===== src/rtl/wb_pipe_pkg.sv =====
// wb_pipe_pkg: shared types and sizing helpers for the Wishbone pipelined master.
//   state_t  : master FSM states
//   cnt_w()  : width of a counter that must hold 0..max_out
//   TO_W     : watchdog counter width (TIMEOUT must be below 2**TO_W)
package wb_pipe_pkg;

    typedef enum logic [1:0] {
        ST_IDLE   = 2'd0,
        ST_ACTIVE = 2'd1,
        ST_DRAIN  = 2'd2,
        ST_LOCKED = 2'd3
    } state_t;

    localparam int TO_W = 16;

    function automatic int cnt_w(input int max_out);
        return $clog2(max_out + 1);
    endfunction

endpackage


===== src/rtl/wb_pipe_tracker.sv =====
// wb_pipe_tracker: outstanding-transfer bookkeeping for wb_pipe_master.
//   i_clk/i_rst : clock, synchronous active-high reset
//   i_issue     : a strobe left the master this cycle
//   i_we        : direction of that strobe
//   i_term      : qualified ACK/ERR termination this cycle
//   i_flush     : forced retirement of one transfer (watchdog flush in progress)
//   o_cnt       : outstanding count; o_cnt_nxt its value after this edge
//   o_dir       : direction of the transfers in flight (1 = write)
//   o_timeout   : watchdog expiry pulse, retires one transfer in the same cycle
module wb_pipe_tracker
    import wb_pipe_pkg::*;
#(
    parameter int MAX_OUT = 4,
    parameter int TIMEOUT = 255,
    localparam int CW     = cnt_w(MAX_OUT)
) (
    input  logic          i_clk,
    input  logic          i_rst,
    input  logic          i_issue,
    input  logic          i_we,
    input  logic          i_term,
    input  logic          i_flush,
    output logic [CW-1:0] o_cnt,
    output logic [CW-1:0] o_cnt_nxt,
    output logic          o_dir,
    output logic          o_timeout
);

    logic [CW-1:0]   r_cnt;
    logic            r_dir;
    logic [TO_W-1:0] r_wd;
    logic            w_dec;

    // Expiry happens on the TIMEOUT-th consecutive quiet cycle; a flush in
    // progress already owns the retirement path, so it suppresses expiry.
    assign o_timeout = (TIMEOUT != 0) && (r_cnt != '0) && !i_term && !i_flush &&
                       (r_wd == TO_W'(TIMEOUT - 1));
    assign w_dec     = i_term | i_flush | o_timeout;
    assign o_cnt_nxt = r_cnt + CW'(i_issue) - CW'(w_dec);
    assign o_cnt     = r_cnt;
    assign o_dir     = r_dir;

    always_ff @(posedge i_clk) begin
        if (i_rst) begin
            r_cnt <= '0;
            r_dir <= 1'b0;
            r_wd  <= '0;
        end else begin
            r_cnt <= o_cnt_nxt;
            if (i_issue) r_dir <= i_we;
            if (r_cnt == '0 || w_dec) r_wd <= '0;
            else if (TIMEOUT != 0)    r_wd <= r_wd + TO_W'(1);
        end
    end

endmodule


===== src/rtl/wb_pipe_master.sv =====
// wb_pipe_master: Wishbone B4 pipelined master for the core load/store port.
//   CLK_I/RST_I          : clock, synchronous active-high reset
//   req_*                : core request (valid/ready), lock, address, data, byte enables
//   rsp_*                : one-cycle response pulse with read data and error flag
//   CYC_O..SEL_O         : registered Wishbone master outputs
//   STALL_I/ACK_I/ERR_I/DAT_I : Wishbone slave inputs
module wb_pipe_master
    import wb_pipe_pkg::*;
#(
    parameter int AW      = 32,
    parameter int DW      = 32,
    parameter int MAX_OUT = 4,
    parameter int TIMEOUT = 255,
    localparam int SW     = DW / 8,
    localparam int CW     = cnt_w(MAX_OUT)
) (
    input  logic          CLK_I,
    input  logic          RST_I,
    input  logic          req_valid,
    output logic          req_ready,
    input  logic          req_we,
    input  logic          req_lock,
    input  logic [AW-1:0] req_adr,
    input  logic [DW-1:0] req_dat,
    input  logic [SW-1:0] req_sel,
    output logic          rsp_valid,
    output logic [DW-1:0] rsp_dat,
    output logic          rsp_err,
    output logic          CYC_O,
    output logic          STB_O,
    output logic          WE_O,
    output logic          LOCK_O,
    output logic [AW-1:0] ADR_O,
    output logic [DW-1:0] DAT_O,
    output logic [SW-1:0] SEL_O,
    input  logic          STALL_I,
    input  logic          ACK_I,
    input  logic          ERR_I,
    input  logic [DW-1:0] DAT_I
);

    state_t        r_state, w_state_nxt;
    logic          r_cyc, r_stb, r_we, r_lock, r_lock_last;
    logic [AW-1:0] r_adr;
    logic [DW-1:0] r_dat;
    logic [SW-1:0] r_sel;
    logic          r_rsp_vld, r_rsp_err;
    logic [DW-1:0] r_rsp_dat;
    logic          r_drop;   // a stalled strobe was withdrawn; owes an error response
    logic          r_flush;  // watchdog is retiring the remaining transfers

    logic [CW-1:0] w_cnt, w_cnt_nxt;
    logic          w_dir, w_to;
    logic          w_issue, w_stall_hold, w_term, w_err, w_flush_dec, w_drop_emit;
    logic          w_open, w_dir_ok, w_ready, w_accept, w_stb_after;

    wb_pipe_tracker #(.MAX_OUT(MAX_OUT), .TIMEOUT(TIMEOUT)) u_trk (
        .i_clk     (CLK_I),
        .i_rst     (RST_I),
        .i_issue   (w_issue),
        .i_we      (r_we),
        .i_term    (w_term),
        .i_flush   (r_flush),
        .o_cnt     (w_cnt),
        .o_cnt_nxt (w_cnt_nxt),
        .o_dir     (w_dir),
        .o_timeout (w_to)
    );

    assign w_issue      = r_stb & ~STALL_I;
    assign w_stall_hold = r_stb & STALL_I;
    // Terminations with nothing outstanding are stray; during a flush the
    // watchdog owns retirement, so late acks are ignored too.
    assign w_term       = (ACK_I | ERR_I) & (w_cnt != '0) & ~r_flush;
    assign w_err        = w_term & ERR_I;
    assign w_flush_dec  = w_to | r_flush;
    assign w_drop_emit  = r_drop & (w_cnt == '0);

    assign w_open   = (r_state == ST_IDLE) || (r_state == ST_ACTIVE) || (r_state == ST_LOCKED);
    // While a strobe is held it carries the in-flight direction; otherwise the
    // tracker's flag does, and an empty pipe accepts either direction.
    assign w_dir_ok = ((w_cnt == '0) && !r_stb) || (req_we == (r_stb ? r_we : w_dir));
    assign w_ready  = !RST_I && w_open && !w_stall_hold && w_dir_ok && !w_err && !w_to &&
                      ((int'(w_cnt) + int'(w_issue)) < MAX_OUT);
    assign w_accept    = req_valid & w_ready;
    assign w_stb_after = w_accept | w_stall_hold;

    always_ff @(posedge CLK_I) begin
        if (RST_I) r_state <= ST_IDLE;
        else       r_state <= w_state_nxt;
    end

    always_comb begin
        w_state_nxt = r_state;
        unique case (r_state)
            ST_IDLE, ST_LOCKED: if (w_accept) w_state_nxt = ST_ACTIVE;
            ST_ACTIVE: begin
                if (w_err || w_to)
                    w_state_nxt = (w_cnt_nxt == '0 && !w_stall_hold) ? ST_IDLE : ST_DRAIN;
                else if (w_cnt_nxt == '0 && !w_stb_after)
                    w_state_nxt = r_lock_last ? ST_LOCKED : ST_IDLE;
            end
            ST_DRAIN: if (w_cnt_nxt == '0 && (!r_drop || w_drop_emit)) w_state_nxt = ST_IDLE;
            default:  w_state_nxt = ST_IDLE;
        endcase
    end

    always_ff @(posedge CLK_I) begin
        if (RST_I) begin
            r_cyc <= 1'b0; r_stb <= 1'b0; r_we <= 1'b0; r_lock <= 1'b0; r_lock_last <= 1'b0;
            r_adr <= '0; r_dat <= '0; r_sel <= '0;
            r_rsp_vld <= 1'b0; r_rsp_err <= 1'b0; r_rsp_dat <= '0;
            r_drop <= 1'b0; r_flush <= 1'b0;
        end else begin
            // Response sources are mutually exclusive within a cycle.
            r_rsp_vld <= 1'b0;
            r_rsp_err <= 1'b0;
            r_rsp_dat <= '0;
            if (w_term) begin
                r_rsp_vld <= 1'b1;
                r_rsp_err <= ERR_I | (r_state == ST_DRAIN);
                r_rsp_dat <= w_dir ? '0 : DAT_I;
            end else if (w_flush_dec || w_drop_emit) begin
                r_rsp_vld <= 1'b1;
                r_rsp_err <= 1'b1;
            end

            if (w_accept) begin
                r_stb       <= 1'b1;
                r_we        <= req_we;
                r_adr       <= req_adr;
                r_dat       <= req_dat;
                r_sel       <= req_sel;
                r_lock      <= r_lock | req_lock;
                r_lock_last <= req_lock;
            end else if (w_issue) begin
                r_stb <= 1'b0;
            end

            // On error or timeout a strobe the slave has not taken is withdrawn.
            if ((w_err || w_to) && w_stall_hold) begin
                r_stb  <= 1'b0;
                r_drop <= 1'b1;
            end else if (w_drop_emit) begin
                r_drop <= 1'b0;
            end

            r_flush <= w_flush_dec && (w_cnt_nxt != '0);

            r_cyc <= (w_state_nxt != ST_IDLE);
            if (w_state_nxt == ST_IDLE) begin
                r_lock      <= 1'b0;
                r_lock_last <= 1'b0;
            end
        end
    end

    assign req_ready = w_ready;
    assign rsp_valid = r_rsp_vld;
    assign rsp_dat   = r_rsp_dat;
    assign rsp_err   = r_rsp_err;
    assign CYC_O     = r_cyc;
    assign STB_O     = r_stb;
    assign WE_O      = r_we;
    assign LOCK_O    = r_lock;
    assign ADR_O     = r_adr;
    assign DAT_O     = r_dat;
    assign SEL_O     = r_sel;

endmodule


===== config.mk =====
export PLATFORM = sky130hd
export DESIGN_NAME = wb_pipe_master
export DESIGN_NICKNAME = d
export VERILOG_FILES = /design/src/rtl/wb_pipe_pkg.sv /design/src/rtl/wb_pipe_tracker.sv /design/src/rtl/wb_pipe_master.sv
export SDC_FILE = /design/constraint.sdc
export NUM_CORES = 1
export LEC_CHECK = 0
export BUFFER_PORTS_ARGS = -buffer_cell sky130_fd_sc_hd__buf_2
export CORE_ASPECT_RATIO = 1.25
export CORE_UTILIZATION = 49
export CTS_BUF_LIST = sky130_fd_sc_hd__clkbuf_2
export CTS_CLUSTER_SIZE = 40
export DETAILED_ROUTE_END_ITERATION = 8
export HOLD_SLACK_MARGIN = 0.15
export PLACE_DENSITY = 0.83
export SLEW_MARGIN = 20
export SYNTH_ARGS = -nofsm -noshare
export SYNTH_HDL_FRONTEND = slang
export SYNTH_SLANG_ARGS = --single-unit

===== constraint.sdc =====
create_clock -name CLK_I -period 4.9 [get_ports CLK_I]
set_clock_uncertainty 0.1 [all_clocks]
set_input_delay 0 -clock CLK_I [delete_from_list [all_inputs] [get_ports CLK_I]]
set_output_delay 0 -clock CLK_I [all_outputs]
set_load 0.02 [all_outputs]

==> metrics.md, run 1 <==
| Metric | Value |
|---|---|
| Sequential fraction of the synthesis area | `54.2%` |
| Synth Warn # | `0` |
| Post-cts resize count | `0` |
| Syn_area_per_cell | `8.92 um2` |
| CTS Buf Count | `17` |
| Post-Syn Nets | `659` |
| I/O pin count | `215` |
| Setup bufs post-CTS | `0` |
| Stop err | `[ERROR RSZ-0060] Max buffer count reached.` |
| Adder-cell area share of the yosys netlist | `2.22%` |
| Post-CTS Hold Fix Bufs | `181` |
| Synth cell types | `51` |
| Max H-tree Level | `4` |
| Synth Area in Compound Gates | `12.8%` |
| EDFF count, synth | `0` |
| Outcome | `stopped before the end` |
| Die X | `90.9 um` |
| Mux cell area share after synthesis | `0.413%` |
| Post-synthesis async set-or-reset flop share | `0%` |
| XOR/XNOR Fraction of Synth Area | `2.71%` |
| Most used DFF post-synth | `dfxtp_1` |
| Core Rows | `40` |
| Synthesized flop and latch total | `131` |
| Placed Area | `0.00596 mm2` |
| GPL Wtd Cong | `0.784` |
| Stopped at | `clock tree synthesis (4_1_cts)` |
| Largest family of logic cells by synthesized area | `simple AND/OR/NAND/NOR gates` |
| Post-Synth Simple-Gate Area | `23.8%` |
| Max clock buf depth | `2` |
| Port bufs | `214` |
| Clock sink count | `131` |
| Root Buffer Master | `clkbuf_2` |
| Synth Instances | `543` |
| Half-perimeter wire length after detailed placement | `8770 um` |
| Initial Util | `50.4%` |
| Synthesized area | `0.00484 mm2` |
| Die height | `113 um` |
==> cells by family after synthesis <==
group | count (synthesis)
compound gates | 101
mux | 2
fa+ha+maj | 8
buf+inv | 42
xor+xnor | 15
simple gates | 244
flops | 131
==> synth_stat cells (2+ instances only) <==
master,count,area [um2]
nand4b_1,2,17.5
nand2b_1,2,12.5
mux2i_1,2,20.0
and4_1,3,26.3
xor2_1,13,114
inv_1,10,37.5
clkbuf_1,21,78.8
o21ai_0,5,25.0
nand2_2,10,62.6
nor2b_1,4,25.0
and2_1,33,206
and3_1,3,18.8
ha_1,7,87.6
buf_6,2,22.5
buf_2,7,35.0
nand2_1,137,514
a21oi_2,10,87.6
buf_4,2,15.0
a21oi_1,69,345
nand3_1,8,40.0
nor3_1,5,25.0
nand4_1,3,18.8
a31oi_1,3,18.8
dfxtp_1,131,2620
xnor2_1,2,17.5
or3_1,4,25.0
nor2_1,21,78.8
==> metrics by stage <==
step                util (%)  instances  setup slack [ps]  hold WS (ps)
floorplan                  -        543               939          21.7
global placement        62.1        856               657          98.9
detailed placement      62.1        856               537           101
==> inputs of run 2 (changes only) <==
CORE_ASPECT_RATIO = not set   (was 1.25)
CORE_UTILIZATION = 40   (was 49)
CTS_BUF_LIST = not set   (was sky130_fd_sc_hd__clkbuf_2)
CTS_CLUSTER_SIZE = not set   (was 40)
HOLD_SLACK_MARGIN = not set   (was 0.15)
PLACE_DENSITY = not set   (was 0.83)
PLACE_DENSITY_LB_ADDON = 0.15   (was not set)
==> run 2 against run 1 <==
The flow now finishes, with violations (DRC). Synthesized cell count stayed put. Area after synthesis stayed put.
==> metrics.md, run 2 <==
| Metric | Value |
|---|---|
| Outcome | `finished with violations` |
| Failing checks | `DRC` |
| Core Rows | `39` |
| Max IR drop VDD | `297 uV` |
| Total negative slack | `0 ps` |
| Worst rel slew slack | `41.8%` |
| Power Dens Cells | `441 mW/mm2` |
| Dpl ws | `528 ps` |
| Fin cells | `1010` |
| Critical path fanouts, max | `7` |
| Max-slew violation count | `0` |
| Largest delay share family, worst path | `compound AO/OA/AOI/OAI gates` |
| Final ANT Viol Nets | `0` |
| Pin count of the biggest net entering global routing | `52` |
| Post-cts resize count | `0` |
| CTS tree | `done` |
| Mux cell area share after synthesis | `0.413%` |
| Final setup vio count | `0` |
| RSZ-0062 raised after global routing | `no` |
| First-pass GRT wire length | `22700 um` |
| Post-Syn Nets | `659` |
| Via/cell ratio | `4.80` |
| Crit end category | `flip-flop` |
| CTS Buf Count | `17` |
| DRC viols | `11` |
| XOR/XNOR Fraction of Synth Area | `2.71%` |
| Worst path bufs/invs | `2` |
| I/O pin count | `215` |
| Initial Util | `41.7%` |
| Largest family of logic cells by synthesized area | `simple AND/OR/NAND/NOR gates` |
| Post-Synth Simple-Gate Area | `23.8%` |
| Syn_area_per_cell | `8.92 um2` |
| Top cell type's share of synthesized area | `54.2%` |
| Post-Route WL | `14300 um` |
| Slowest CP cell | `a2111oi_1` |
| Crit path largest cell delay | `620 ps` |
| Total power | `3.37 mW` |
| Final Cycle Share | `90.2%` |
| Setup bufs post-CTS | `0` |
| GPL Wtd Cong | `0.801` |
| Vias in the first global route | `4787` |
| Hold Path Class | `input port to flip-flop` |
| Synth cell count leaders | `nand2_1 (137), dfxtp_1 (131), a21oi_1 (69)` |
| Synthesized area | `0.00484 mm2` |
| Crit start category | `flip-flop` |
| Drt first pass iters | `7` |
| Half-perimeter wire length after detailed placement | `8700 um` |
| FMAX | `226 MHz` |
| Most common cell after layout, fill and taps aside | `buf_2` |
| EDFF count, synth | `0` |
| CP most frequent cell | `ha_1` |
| Via count of the routed design | `4843` |
| Sequential fraction of the synthesis area | `54.2%` |
| Crit Path Category | `flip-flop to flip-flop` |
| Core area | `0.0116 mm2` |
| Top post-synthesis cells by area | `dfxtp_1 (54%), nand2_1 (11%), a21oi_1 (7.1%)` |
| Most used DFF post-synth | `dfxtp_1` |
| Adder-cell area share of the yosys netlist | `2.22%` |
| Final worst slack | `480 ps` |
| Die X | `112 um` |
| Clock latency on the worst-skew pair | `400 ps` |
| Overall Global Routing Usage | `23.0%` |
| Synth Instances | `543` |
| Antenna violations before repair | `0` |
| Least-Margin Pin Slew | `873 ps` |
| Nets@finish | `970` |
| Layout area overhead | `57.6%` |
| Final hold violations | `0` |
| Max H-tree Level | `4` |
| Root Buffer Master | `clkbuf_16` |
| Gr ovfl total | `0` |
| Synth Area in Compound Gates | `12.8%` |
| CP Cell Sequence | `ha_1 > or4b_1 > nor4_2 > a31oi_1 > o21ai_0 > ha_1 > inv_1 > ha_1 > fa_1 > a2111oi_1 > inv_1 > a211o_1 > a2111o_1 > nand3_1 > a21oi_1` |
| Synth cell types | `51` |
| Min Tclk post-route | `4420 ps` |
| Max clock buf depth | `2` |
| Die height | `112 um` |
| Post-synthesis async set-or-reset flop share | `0%` |
| Post-synth top area cell | `dfxtp_1` |
| Most frequent cells in the layout | `buf_2 (214), nand2_1 (137), dfxtp_1 (131)` |
| Synthesized flop and latch total | `131` |
| Worst path arrival time | `4610 ps` |
| Synth Warn # | `0` |
| WL/cell | `14.2 um` |
| CP required | `5090 ps` |
| Clock sink count | `131` |
| Most frequent cell after synthesis | `nand2_1` |
| LEAKAGE | `3.40 nW` |
| Diode count | `0` |
| Dpl cells | `873` |
| Maxcap violations | `0` |
| Port bufs | `214` |
| Reg2Reg Setup Slack | `480 ps` |
| Share of layout cells above drive strength 1 | `31.7%` |
| Die footprint | `0.0125 mm2` |
| Worst-path clk slew | `50 ps` |
| DRT iter0 DRCs | `225` |
[run 2: cell counts after synthesis]
No cell type changed its count.
[run 2: logic make-up after synthesis]
family | Yosys count
simple gates | 244
flops | 131
compound gates | 101
buf+inv | 42
xor+xnor | 15
fa+ha+maj | 8
mux | 2
[run 2: metal layers]
metal  wire (um)  GRT usage [%]
met5           0              0
met4         204           9.69
met3        1040           7.51
met2        7310           41.1
met1        5740           25.1
[run 2: worst register-to-register path, stage by stage, from the launching register on]
cell and delay, ps:
dfxtp_1 440, ha_1 190, or4b_1 450, nor4_2 210, a31oi_1 190, o21ai_0 130, ha_1 260, inv_1 70
ha_1 150, fa_1 470, a2111oi_1 620, inv_1 120, a211o_1 280, a2111o_1 400, nand3_1 130, a21oi_1 90
[run 2: power breakdown]
group / leakage, nW / total (mW) / switching (mW) / internal, mW
clock: 0.287 / 1.27 / 0.442 / 0.825
sequential: 1.06 / 1.26 / 0.0642 / 1.19
combinational: 2.05 / 0.846 / 0.511 / 0.335
total: 3.40 / 3.37 / 1.02 / 2.35
[run 2: metrics by stage]
stage / utilization [%] / area [um2] / hold WS [ps]
final: 65.7 / 7630 / 58.8
after global placement: 51.5 / 5990 / 99.7
after CTS: 65.7 / 7630 / 38.8
after floorplan: - / 4840 / 21.7
after detailed placement: 51.5 / 5990 / 102
after global routing: 65.7 / 7630 / 77.0
[run 2: final timing paths]
check,start,endpoint,depth (start not counted)
setup reg to reg,u_trk.r_wd[1]$_SDFF_PP0_,LOCK_O$_SDFFE_PP0P_,15
hold / removal,RST_I,r_drop$_SDFFE_PP0P_,2
hold reg to reg,DAT_O[12]$_SDFFE_PP0P_,DAT_O[12]$_SDFFE_PP0P_,2
setup / recovery,u_trk.r_wd[1]$_SDFF_PP0_,LOCK_O$_SDFFE_PP0P_,15
[run 2: cell type report]
class,count,area (um2)
Clock buffer,23,468
Clock inverter,9,129
Fill cell,900,3980
Inverter,10,37.5
Multi-Input combinational cell,370,2040
Sequential cell,131,2620
Tap cell,143,179
Timing Repair Buffer,324,2160
[run 2: repair_timing]
action	CTS	global route
setup endpoints to repair	0	0
hold buffers	105	0
endpoints found under the hold margin	107	0
Note: power is estimated with default switching activity, not from simulation.
